$ cat src/rtl/cam_capture_pkg.sv
// Shared constants and FSM state type for the camera capture path.
// The display stage imports the same dimension constants.
package cam_pkg;

    localparam int unsigned CAM_IMG_W  = 640;
    localparam int unsigned CAM_IMG_H  = 294;
    localparam int unsigned CAM_ADDR_W = 18;

    typedef enum logic [1:0] {
        ST_IDLE,
        ST_WAIT_VS,
        ST_CAPTURE,
        ST_DONE
    } cam_state_t;

endpackage

$ cat src/rtl/cam_capture_edge_det.sv
// Rise/fall pulse generator for already-registered sync signals.
// Pulses are combinational off the input and a one-cycle delayed copy.
module cam_edge_det #(
    parameter int unsigned WIDTH = 2
) (
    input  logic             i_clk,
    input  logic             i_rst,
    input  logic [WIDTH-1:0] i_sig,
    output logic [WIDTH-1:0] o_rise,
    output logic [WIDTH-1:0] o_fall
);

    logic [WIDTH-1:0] r_prev;

    // Remember last cycle's level of each signal.
    always_ff @(posedge i_clk) begin
        if (i_rst) r_prev <= '0;
        else       r_prev <= i_sig;
    end

    // Edge pulses are high for the first cycle at the new level.
    always_comb begin
        o_rise = i_sig & ~r_prev;
        o_fall = ~i_sig & r_prev;
    end

endmodule

$ cat src/rtl/cam_capture.sv
// Camera frame capture into a linear frame buffer (row*IMG_W + col).
// Optional feature: define CAM_CAPTURE_YUV_EN to accept YUV422 input,
// keeping only the even-phase (Y) byte of each pair on a line.
module cam_capture
    import cam_pkg::*;
#(
    parameter int unsigned IMG_W  = CAM_IMG_W,
    parameter int unsigned IMG_H  = CAM_IMG_H,
    parameter int unsigned ADDR_W = CAM_ADDR_W
) (
    input  logic              PixelClk,
    input  logic              reset,
    input  logic [7:0]        pixdata,
    input  logic              hsync,
    input  logic              vsync,
    input  logic              capture_en,
    output logic              wr_en,
    output logic [ADDR_W-1:0] wr_addr,
    output logic [3:0]        wr_data,
    output logic              frame_done,
    output logic              busy,
    output logic              overflow
);

    localparam int unsigned COL_W = $clog2(IMG_W + 1);
    localparam int unsigned ROW_W = $clog2(IMG_H + 1);

    logic [7:0]       r_pix;
    logic             r_hs;
    logic             r_vs;
    logic [1:0]       w_rise;
    logic [1:0]       w_fall;
    logic             w_hs_rise;
    logic             w_hs_fall;
    logic             w_vs_rise;
    logic             w_vs_fall;
    cam_state_t       r_state;
    logic [COL_W-1:0] r_col;
    logic [ROW_W-1:0] r_row;
    logic [COL_W-1:0] w_col;
    logic             w_accept;
    logic             w_in_range;
    logic [ADDR_W-1:0] w_addr;
    logic             w_unused_lo;

    // Single input register stage for camera data and syncs.
    always_ff @(posedge PixelClk) begin
        if (reset) begin
            r_pix <= '0;
            r_hs  <= 1'b0;
            r_vs  <= 1'b0;
        end else begin
            r_pix <= pixdata;
            r_hs  <= hsync;
            r_vs  <= vsync;
        end
    end

    // Only the upper nibble is stored; the low nibble is deliberately dropped.
    assign w_unused_lo = ^r_pix[3:0];

    cam_edge_det #(
        .WIDTH (2)
    ) u_edge (
        .i_clk  (PixelClk),
        .i_rst  (reset),
        .i_sig  ({r_vs, r_hs}),
        .o_rise (w_rise),
        .o_fall (w_fall)
    );

    assign w_hs_rise = w_rise[0];
    assign w_hs_fall = w_fall[0];
    assign w_vs_rise = w_rise[1];
    assign w_vs_fall = w_fall[1];

`ifdef CAM_CAPTURE_YUV_EN
    logic r_phase;

    // Byte phase within a line: the first byte of a line is phase 0 (Y),
    // so on the hsync rise the next byte is already phase 1.
    always_ff @(posedge PixelClk) begin
        if (reset)          r_phase <= 1'b0;
        else if (w_hs_rise) r_phase <= 1'b1;
        else if (r_hs)      r_phase <= ~r_phase;
    end

    // Accept only Y bytes; the rise cycle is phase 0 regardless of r_phase.
    always_comb begin
        w_accept = r_hs & (w_hs_rise | ~r_phase);
    end
`else
    // Every byte with line-valid high is one pixel.
    always_comb begin
        w_accept = r_hs;
    end
`endif

    // Column seen by the current byte (a new line starts at 0) and its address.
    always_comb begin
        w_col      = w_hs_rise ? '0 : r_col;
        w_in_range = (w_col < COL_W'(IMG_W)) && (r_row < ROW_W'(IMG_H));
        w_addr     = ADDR_W'(r_row) * ADDR_W'(IMG_W) + ADDR_W'(w_col);
    end

    // Capture FSM with counters and registered write/status outputs.
    always_ff @(posedge PixelClk) begin
        if (reset) begin
            r_state    <= ST_IDLE;
            r_col      <= '0;
            r_row      <= '0;
            wr_en      <= 1'b0;
            wr_addr    <= '0;
            wr_data    <= '0;
            frame_done <= 1'b0;
            busy       <= 1'b0;
            overflow   <= 1'b0;
        end else begin
            wr_en      <= 1'b0;
            frame_done <= 1'b0;
            case (r_state)
                ST_IDLE: begin
                    busy <= 1'b0;
                    if (capture_en) r_state <= ST_WAIT_VS;
                end
                ST_WAIT_VS: begin
                    if (w_vs_fall) begin
                        r_state <= ST_CAPTURE;
                        busy    <= 1'b1;
                        r_col   <= '0;
                        r_row   <= '0;
                    end
                end
                ST_CAPTURE: begin
                    if (w_vs_rise) begin
                        r_state    <= ST_DONE;
                        busy       <= 1'b0;
                        frame_done <= 1'b1;
                    end else if (w_hs_fall) begin
                        r_row <= r_row + ROW_W'(1);
                        if (r_row == ROW_W'(IMG_H - 1)) begin
                            r_state    <= ST_DONE;
                            busy       <= 1'b0;
                            frame_done <= 1'b1;
                        end
                    end else begin
                        if (w_hs_rise) r_col <= '0;
                        if (w_accept) begin
                            if (w_in_range) begin
                                wr_en   <= 1'b1;
                                wr_addr <= w_addr;
                                wr_data <= r_pix[7:4];
                            end else begin
                                overflow <= 1'b1;
                            end
                            // Column saturates at IMG_W so long lines cannot wrap.
                            if (w_col != COL_W'(IMG_W)) r_col <= w_col + COL_W'(1);
                            else                        r_col <= w_col;
                        end
                    end
                end
                ST_DONE: begin
                    r_state <= capture_en ? ST_WAIT_VS : ST_IDLE;
                end
                default: r_state <= ST_IDLE;
            endcase
        end
    end

endmodule

$ cat config.mk
export PLATFORM = sky130hd
export DESIGN_NAME = cam_capture
export DESIGN_NICKNAME = d
export VERILOG_FILES = /design/src/rtl/cam_capture_pkg.sv /design/src/rtl/cam_capture_edge_det.sv /design/src/rtl/cam_capture.sv
export SDC_FILE = /design/constraint.sdc
export NUM_CORES = 1
export LEC_CHECK = 0
export BUFFER_PORTS_ARGS = -buffer_cell sky130_fd_sc_hd__buf_2
export CAP_MARGIN = 20
export CORE_AREA = 2 2 105 77
export CTS_CLUSTER_DIAMETER = 80
export DETAILED_ROUTE_END_ITERATION = 7
export DIE_AREA = 0 0 107 79
export HOLD_SLACK_MARGIN = 0.08
export PLACE_DENSITY = 0.68
export SLEW_MARGIN = 20
export SYNTH_ARGS = -nofsm -noshare
export SYNTH_HDL_FRONTEND = slang
export SYNTH_SLANG_ARGS = --single-unit
$ cat constraint.sdc
create_clock -name PixelClk -period 3.4 [get_ports PixelClk]
set_input_delay 0.34 -clock PixelClk [delete_from_list [all_inputs] [get_ports PixelClk]]
set_output_delay 0.34 -clock PixelClk [all_outputs]
set_load 0.02 [all_outputs]
==> flow_summary.ini, run 1 <==
[setup_path]
crit_chain = ha_1, ha_1, inv_1, fa_1, nor4_1, nor3b_1, nand4_1, xnor2_1, a211oi_1
rr_worst_depth = 9
critPathMaxStageDelay_ps = 540
critical_path.max_fanout = 8
slowest_stage = dfxtp_1
cp.buffers_inverters = 1
worst_r2r_startpoint = r_row[1]$_SDFFE_PP0P_
crit_top_cell = ha_1
crit_path_end_kind = register
reg2reg_setup_slack_ps = 450
cp.required_ps = 3630
criticalPathCategory = reg2reg
critPathLaunchType = register
arrival_ps = 3180
r2r-end = wr_addr[17]$_SDFFE_PP0P_
path_delay_family = adder cells

[detailed_routing]
vias = 2755
route.detailed.drc = 0
drt_wl_total_um = 6800
ant_nets = 0
drtIter0Drc = 189
routedWlPerCell_um = 13.1
drt-pass1-iter-count = 4
routed_via_density = 5.31

[power_and_ir_drop]
clkPwrFrac_pct = 27.1
combinationalPowerShare_pct = 23.2
cellLeakagePower_nw = 1.45
total_power_w = 0.00141
peakVddDrop_mv = 0.273
power.density_nw_per_um2 = 393
power_frac_seq_pct = 49.7
switching_share_pct = 33.1
power_switching_w = 0.000467
internal_power_w = 0.000945

[layout]
fin_nets = 458
antenna_cells = 0
fin_util_pct = 47.7
multi_input_area_um2 = 1990
final_common_cell = dfxtp_1
drive_above_1_share_pct = 15.8
final_cell_mix = dfxtp_1 (55), nor2_1 (45), nand2_1 (40)
regArea_um2 = 1100
fillers = 727
syn_to_final_growth_pct = 10.4
fin_cells = 519

[clocking]
cts_sinks = 55
cts_tree = built
clockBufferDepth = 2
cts_setup_buffers = 0
insertion_delay_ps = 320
cts-htree-levels = 2
cts_resized = 0
ctsHoldBuffers = 0
path_clk_slew_ps = 100
cts_root_buf = clkbuf_8
numCtsBuffers = 5

[timing]
final-hold-violation-count = 0
slew_viol_final = 0
worst_pin_slew_ps = 831
max_freq_mhz = 339
tns_ps = 0
finalCritPeriodShare_pct = 86.6
period_needed_ps = 2950
clock_skew_ps = 17.4
setup_violations = 0
rsz0062_at_grt = false
slew-limit-headroom_pct = 44.1

[floorplanning]
io_pins = 39
rows = 27
die_h_um = 79
core_region_area_um2 = 7530
dieArea_um2 = 8450
die_width_um = 107
start_util_pct = 43.2

[grt]
grt_pass1_wl_um = 11500
antenna_found_initial = 0
grt_remaining_overflow = 0
grt_max_degree = 48
grt_usage_pct = 16.5
first_global_vias = 2461

[place]
dp_hpwl_um = 5070
gp_congestion = 0.861
portBuffers = 34
place_inst = 511

[synth]
synthCells = 385
yosys_register_bits = 55
synth_flop_cell = dfxtp_1
synth_edf_count = 0
yosysSeqAreaShare_pct = 33.8
synth_cell_type_count = 61
async_flop_share_pct = 0
syn_area_um2 = 3260
syn_nets = 426
yosysWarnings = 0
syn_area_per_cell_um2 = 8.46

[worst_hold_path]
hold_class = in2reg
hp-start = hsync
holdPathEnd = r_hs$_SDFF_PP0_
min_path_cells = 2

[status]
status = finished clean

[run]
drv_cap = 0
-- per-stage QoR --
stage               cell area, µm²  worst slack (ps)  hold WS, ps
finish                        3600               454          234
global route                  3600               263          232
CTS                           3600               460          225
detailed placement            3500               486          428
global placement              3500               554          419
floorplan                     3260               748          417
-- logic make-up (layout without fill, tap and decap cells) --
group / count (synthesis) / in the layout / share of synthesized area, %
and+or+nand+nor: 156 / 156 / 25.1
buffers and inverters: 33 / 66 / 4.99
muxes: 2 / 2 / 0.614
DFF: 55 / 55 / 33.8
AOI/OAI and AO/OA: 89 / 89 / 18.4
adders and majority gates: 28 / 28 / 11.2
xor gates and xnor gates: 22 / 22 / 5.91
-- synth_stat cells (3+ instances only) --
cell	number	area, µm²
a211oi_1	8	60.1
a21oi_1	39	195
and2_1	5	31.3
buf_6	3	33.8
clkbuf_1	6	22.5
dfxtp_1	55	1100
ha_1	26	325
inv_1	18	67.6
nand2_1	40	150
nand2b_1	4	25.0
nand3_1	17	85.1
nand4_1	8	50.1
nor2_1	45	169
nor2b_1	12	75.1
nor3_1	4	20.0
nor3b_1	3	22.5
o211ai_1	3	22.5
o21ai_0	11	55.1
o31ai_1	3	22.5
xnor2_1	14	123
xor2_1	8	70.1
-- per-layer routing --
layer | track usage [%] | share of wire (%) | up-vias
li1 | - | - | 1419
met1 | 24.5 | 54 | 1273
met2 | 25.1 | 41 | 58
met3 | 3.20 | 4.3 | 5
met4 | 3.12 | 0.59 | 0
met5 | 0 | 0 | -
-- flip-flops by register name, indices dropped and copies added (netlist names), 2 cells and up --
| signal | count |
|---|---|
| r_col | 10 |
| wr_data | 4 |
| r_row | 9 |
| u_edge.r_prev | 2 |
| wr_addr | 18 |
| r_pix | 4 |
| r_state | 2 |
-- worst max-delay path by stage --
stage	depth (start not counted)	from	end
finish	9	r_row[1]$_SDFFE_PP0P_	wr_addr[17]$_SDFFE_PP0P_
CTS	9	r_row[1]$_SDFFE_PP0P_	wr_addr[17]$_SDFFE_PP0P_
floorplan	9	r_row[1]$_SDFFE_PP0P_	wr_addr[17]$_SDFFE_PP0P_
global route	9	r_row[1]$_SDFFE_PP0P_	wr_addr[17]$_SDFFE_PP0P_
global placement	9	r_row[1]$_SDFFE_PP0P_	wr_addr[17]$_SDFFE_PP0P_
detailed placement	9	r_row[1]$_SDFFE_PP0P_	wr_addr[17]$_SDFFE_PP0P_
-- power groups by stage --
stage	logic [W]	registers, W	clock network, W
floorplan	0.000244	0.000729	0
global placement	0.000319	0.000714	0
detailed placement	0.000326	0.000718	0
CTS	0.000328	0.000703	0.000393
global route	0.000364	0.000707	0.000418
finish	0.000328	0.000702	0.000382
-- layout make-up --
type	instances	share of cell area, %
Clock buffer	5	1.91
Clock inverter	3	0.731
Inverter	19	1.98
Multi-Input combinational cell	297	55.5
Sequential cell	55	30.6
Tap cell	101	3.51
Timing Repair Buffer	39	5.78
Note: power is estimated with default switching activity, not from simulation.
==> run 2, diff against run 1 <==
--- a/config.mk
+++ b/config.mk
@@ -7,13 +7,13 @@
 export LEC_CHECK = 0
 export BUFFER_PORTS_ARGS = -buffer_cell sky130_fd_sc_hd__buf_2
 export CAP_MARGIN = 20
-export CORE_AREA = 2 2 105 77
+export CORE_AREA = 2 2 103 75
 export CTS_CLUSTER_DIAMETER = 80
 export DETAILED_ROUTE_END_ITERATION = 7
-export DIE_AREA = 0 0 107 79
-export HOLD_SLACK_MARGIN = 0.08
+export DIE_AREA = 0 0 105 77
 export PLACE_DENSITY = 0.68
 export SLEW_MARGIN = 20
 export SYNTH_ARGS = -nofsm -noshare
 export SYNTH_HDL_FRONTEND = slang
+export SYNTH_HIERARCHICAL = 1
 export SYNTH_SLANG_ARGS = --single-unit
==> flow_summary.ini, run 2 <==
[layout]
fin_nets = 450
top_regs = wr_addr: 18 flops, r_col: 10 flops, r_row: 9 flops
drive_above_1_share_pct = 12.9
antenna_cells = 0
syn_to_final_growth_pct = 12.3
largest_reg_flops = 18
final_cell_mix = dfxtp_1 (55), nor2_1 (42), nand2_1 (39)
final_area_um2 = 3480
final_common_cell = dfxtp_1
top_register = wr_addr

[clocking]
path_clk_slew_ps = 100
cts_sinks = 55
clockBufferDepth = 2
numCtsBuffers = 5
insertion_delay_ps = 310
cts_tree = built
cts_resized = 0
cts_root_buf = clkbuf_8
cts_setup_buffers = 0
ctsHoldBuffers = 0
cts-htree-levels = 2

[place]
dpl_cell_area_um2 = 3390
portBuffers = 34
gp_congestion = 0.887
dp_hpwl_um = 5010

[status]
status = finished clean

[synth]
syn_area_um2 = 3100
synth_flop_cell = dfxtp_1
synthCells = 375
synth_cell_type_count = 49
synth_area_leaders = dfxtp_1 (35%), ha_1 (10%), a21oi_1 (5.2%)
synth_largest_area_cell = dfxtp_1
synth_edf_count = 0
async_flop_share_pct = 0
yosysMostFrequentCell = dfxtp_1
yosys_register_bits = 55
syn_area_per_cell_um2 = 8.27
yosysSeqAreaShare_pct = 35.5
syn_nets = 415
yosysWarnings = 6
ys_top_cells_by_count = dfxtp_1 (55), nor2_1 (42), nand2_1 (39), a21oi_1 (32), ha_1 (25)
synth_top_area_share_pct = 35.5

[timing]
clock_skew_ps = 3.85
timing.hold.ws_ps = 229
setup_violations = 0
max_freq_mhz = 328
final-hold-violation-count = 0
finalCritPeriodShare_pct = 89.6
period_needed_ps = 3050
rsz0062_at_grt = false
worst_pin_slew_ps = 917
slew_viol_final = 0
tns_ps = 0
slew-limit-headroom_pct = 38.8

[setup_path]
worst_r2r_startpoint = r_hs$_SDFF_PP0_
arrival_ps = 3270
crit_chain = nor2b_1, nand2b_1, inv_1, ha_1, inv_1, fa_1, nor2b_1, o21ai_0, nor3_1, nand3_1, o32a_1, nor4_1
reg2reg_setup_slack_ps = 350
endpoint = wr_addr[17]$_SDFFE_PP0P_
startpoint = r_hs$_SDFF_PP0_
crit_cells = 12
slowest_stage = fa_1
critPathLaunchType = register
crit_path_end_kind = register
r2r-end = wr_addr[17]$_SDFFE_PP0P_
rr_worst_depth = 12
path_delay_family = simple AND/OR/NAND/NOR gates
critical_path.max_fanout = 13
criticalPathCategory = reg2reg
cp.required_ps = 3620
cp.buffers_inverters = 2
critPathMaxStageDelay_ps = 400

[power_and_ir_drop]
peakVddDrop_mv = 0.222
power.density_nw_per_um2 = 394
cellLeakagePower_nw = 1.45

[detailed_routing]
routedWlPerCell_um = 13.5
wl_met2_um = 2740
routed_via_density = 5.23
route.detailed.drc = 0
drt-pass1-iter-count = 5
drtIter0Drc = 143
drt_wl_total_um = 6890
vias = 2661
highest_layer = met4
met3RoutedLength_um = 297
ant_nets = 0
wl_met1_um = 3790

[grt]
grt_remaining_overflow = 0
grt_max_degree = 50
first_global_vias = 2476
antenna_found_initial = 0
grt_pass1_wl_um = 11900
grt_usage_pct = 17.8

[run]
drv_cap = 0

[floorplanning]
rows = 26
core_region_area_um2 = 7090
start_util_pct = 43.8
die_width_um = 105
dieArea_um2 = 8090
io_pins = 39
die_h_um = 77

[worst_hold_path]
hold_class = in2reg
min_path_cells = 2
-- run 2: cell types whose count changed after synthesis, moves of 5 or more --
cell,previous run,this run
nand2b_1,4,10
nor2b_1,12,19
o21ai_0,11,17
a21oi_1,39,32
a211o_1,1,6
nand3_1,17,7
-- run 2: cell families (layout without fill, tap and decap cells) --
kind of cell    after synthesis  count (layout)  share of synthesized area, %
fa+ha+maj                    27              27                          11.4
xor+xnor                     19              19                          5.36
flops                        55              55                          35.5
simple gates                159             159                          25.9
buf+inv                      31              67                          3.79
compound gates               79              79                          16.4
mux                           5               5                          1.65
-- run 2: power by group --
group	total, W	internal [W]	switching (W)	leakage [nW]
registers	0.000698	0.000674	0.0000234	0.445
logic	0.000296	0.000107	0.000189	0.959
clock network	0.000378	0.000148	0.000230	0.0443
total	0.00137	0.000929	0.000442	1.45
-- run 2: worst min-delay path by stage --
| stage | startpoint | endpoint |
|---|---|---|
| 6_report | pixdata[5] | r_pix[5]$_SDFF_PP0_ |
| 4_1_cts | pixdata[5] | r_pix[5]$_SDFF_PP0_ |
| 3_5_place_dp | r_pix[5]$_SDFF_PP0_ | wr_data[1]$_SDFFE_PP0P_ |
| 5_1_grt | pixdata[4] | r_pix[4]$_SDFF_PP0_ |
| 3_3_place_gp | r_pix[7]$_SDFF_PP0_ | wr_data[3]$_SDFFE_PP0P_ |
| 2_1_floorplan | reset | u_edge/r_prev[0]$_SDFF_PP0_ |
-- run 2: area by class of cell --
class | count | area (µm²)
Sequential cell | 55 | 1100
Multi-Input combinational cell | 289 | 1880
Clock buffer | 5 | 68.8
Clock inverter | 3 | 25.0
Tap cell | 98 | 123
Inverter | 20 | 75.1
Timing Repair Buffer | 39 | 208
Fill cell | 719 | 3610
-- run 2: layer usage --
metal	vias to the layer above	track usage (%)
met5	-	0
met4	0	3.60
met3	6	4.00
met2	52	25.5
met1	1233	27.0
li1	1370	-
-- run 2: through the flow --
| stage | utilization [%] | power, W | std cells | worst slack (ps) |
|---|---|---|---|---|
| 2_1_floorplan | - | 0.000933 | 375 | 710 |
| 3_3_place_gp | 47.8 | 0.000995 | 501 | 482 |
| 3_5_place_dp | 47.8 | 0.00101 | 501 | 402 |
| 4_1_cts | 49.1 | 0.00138 | 509 | 335 |
| 5_1_grt | 49.1 | 0.00144 | 509 | 46.4 |
| 6_report | 49.1 | 0.00137 | 509 | 354 |
==> run 3, diff against run 2 <==
--- a/config.mk
+++ b/config.mk
@@ -5,12 +5,13 @@
 export SDC_FILE = /design/constraint.sdc
 export NUM_CORES = 1
 export LEC_CHECK = 0
+export ABC_AREA = 1
 export BUFFER_PORTS_ARGS = -buffer_cell sky130_fd_sc_hd__buf_2
 export CAP_MARGIN = 20
-export CORE_AREA = 2 2 103 75
+export CORE_AREA = 2 2 105 76
 export CTS_CLUSTER_DIAMETER = 80
 export DETAILED_ROUTE_END_ITERATION = 7
-export DIE_AREA = 0 0 105 77
+export DIE_AREA = 0 0 107 78
 export PLACE_DENSITY = 0.68
 export SLEW_MARGIN = 20
 export SYNTH_ARGS = -nofsm -noshare
==> flow_summary.ini, run 3 <==
[grt]
first_global_vias = 2694
grt_usage_pct = 17.7
antenna_found_initial = 0
grt.met3_usage_pct = 4.37
grtUsageMet2_pct = 26.4
grt_remaining_overflow = 0
grt_max_degree = 37
top_usage_layer = met2
grt_use_met1_pct = 25.4
grt_pass1_wl_um = 12000

[synth]
synthCells = 470
synth-xor-area-share_pct = 2.71
syn_area_um2 = 3230
synth_top_area_share_pct = 34.0
synth-simple-area-share_pct = 29.2
yosysWarnings = 6
yosysMostFrequentCell = nand2_1
synth-compound-area-share_pct = 13.2
async_flop_share_pct = 0
synth_cell_type_count = 36
ys_top_cells_by_count = nand2_1 (104), inv_1 (68), dfxtp_1 (55), nor2_1 (55), a21oi_1 (44)
synthMuxAreaShare_pct = 0
synth_edf_count = 0
syn_nets = 510
synth_largest_area_cell = dfxtp_1
synth_area_leaders = dfxtp_1 (34%), nand2_1 (12%), ha_1 (9.7%)
syn_area_per_cell_um2 = 6.88
synth_flop_cell = dfxtp_1
yosys_register_bits = 55
yosysSeqAreaShare_pct = 34.0
synth_top_family_by_area = simple AND/OR/NAND/NOR gates
synth_fa_ha_area_share_pct = 10.9

[setup_path]
cp.required_ps = 3610
critPathMaxStageDelay_ps = 510
criticalPathCategory = reg2reg
crit_path_end_kind = register
crit_chain = inv_1, nor2_1, nor2_2, ha_1, nand2_1, inv_1, nand3_1, a21oi_1, nand3_1, nor2_1, nor2_1, o21bai_1, inv_1
arrival_ps = 2940
rr_worst_depth = 13
critPathLaunchType = register
slowest_stage = dfxtp_1
critical_path.max_fanout = 8

[clocking]
insertion_delay_ps = 310
cts_root_buf = clkbuf_8
numCtsBuffers = 5
cts_sinks = 55
path_clk_slew_ps = 100
cts_resized = 0
ctsHoldBuffers = 0
cts-htree-levels = 2
cts_tree = built
clockBufferDepth = 2
cts_setup_buffers = 0

[timing]
clock_skew_ps = 6.81
period_needed_ps = 2730
setup_violations = 0
worst_pin_slew_ps = 650
rsz0062_at_grt = false
finalCritPeriodShare_pct = 80.3
slew-limit-headroom_pct = 56.5
max_freq_mhz = 366
tns_ps = 0
final-hold-violation-count = 0
slew_viol_final = 0

[status]
status = finished clean

[detailed_routing]
ant_nets = 0
vias = 2933
routed_via_density = 4.86
routedWlPerCell_um = 11.5
drtIter0Drc = 142
route.detailed.drc = 0
drt_wl_total_um = 6910
drt-pass1-iter-count = 5

[power_and_ir_drop]
power_switching_w = 0.000505
peakVddDrop_mv = 0.260
internal_power_w = 0.000931
power.density_nw_per_um2 = 402
switching_share_pct = 35.2
cellLeakagePower_nw = 1.70
clkPwrFrac_pct = 25.2
total_power_w = 0.00144
combinationalPowerShare_pct = 25.5
power_frac_seq_pct = 49.3

[floorplanning]
core_region_area_um2 = 7250
start_util_pct = 44.6
io_pins = 39
die_h_um = 78
dieArea_um2 = 8350
die_width_um = 107
rows = 26

[worst_hold_path]
min_path_cells = 3
hold_class = in2reg

[layout]
final_common_cell = nand2_1
largest_reg_flops = 18
final_cell_mix = nand2_1 (104), inv_1 (68), nor2_1 (55), dfxtp_1 (55), a21oi_1 (44)
fin_nets = 544
syn_to_final_growth_pct = 10.4
antenna_cells = 0
top_register = wr_addr
fillers = 759
multi_input_area_um2 = 1810
top_regs = wr_addr: 18 flops, r_col: 10 flops, r_row: 9 flops
drive_above_1_share_pct = 10.3
regArea_um2 = 1100

[place]
dp_hpwl_um = 5250
portBuffers = 34
gp_congestion = 0.891

[run]
drv_cap = 0
run 3: final timing paths:
| path | start | endpoint | slack (ps) |
|---|---|---|---|
| max reg2reg | r_hs$_SDFF_PP0_ | wr_addr[16]$_SDFFE_PP0P_ | 670 |
| max | r_hs$_SDFF_PP0_ | wr_addr[16]$_SDFFE_PP0P_ | 670 |
| min | pixdata[4] | r_pix[4]$_SDFF_PP0_ | 220 |
| min reg2reg | r_pix[4]$_SDFF_PP0_ | wr_data[0]$_SDFFE_PP0P_ | 450 |
run 3: area by class of cell:
cell class	count	area share, %
timing repair buffer	35	4.97
multi-input combinational	335	50.8
tap	98	3.43
clock buffer	6	2.03
clock inverter	2	0.350
inverter	72	7.64
sequential	55	30.8
run 3: critical path, delay by kind of cell, from the launching register on:
| family | cells | cell delay [ps] |
|---|---|---|
| simple gates | 7 | 1130 |
| flops | 1 | 510 |
| fa+ha+maj | 1 | 400 |
| compound gates | 2 | 360 |
| buf+inv | 3 | 220 |
run 3: power by group through the flow:
stage                     clock [W]  sequential [W]  combinational (W)
after floorplan                   0        0.000745           0.000245
after detailed placement          0        0.000724           0.000362
after CTS                  0.000376        0.000708           0.000364
final                      0.000362        0.000708           0.000366
after global routing       0.000395        0.000714           0.000417
after global placement            0        0.000722           0.000361
run 3: per-layer routing:
layer  vias up  wire, µm
met5         -         0
met2        85      2670
li1       1587         -
met3         7       427
met4         0        62
met1      1254      3760
run 3: per-stage QoR:
step / util, % / hold slack (ps) / area, µm² / cells / setup slack, ps
floorplan: - / 412 / 3230 / 470 / 1060
global placement: 48.1 / 429 / 3490 / 595 / 744
detailed placement: 48.1 / 438 / 3490 / 595 / 718
CTS: 49.2 / 211 / 3570 / 603 / 664
global route: 49.2 / 227 / 3570 / 603 / 397
finish: 49.2 / 216 / 3570 / 603 / 670
run 3: cells by family (layout without fill, tap and decap cells):
family / count (synthesis) / count (layout)
flops: 55 / 55
simple gates: 218 / 218
fa+ha+maj: 27 / 27
compound gates: 80 / 80
xor+xnor: 10 / 10
buf+inv: 80 / 115
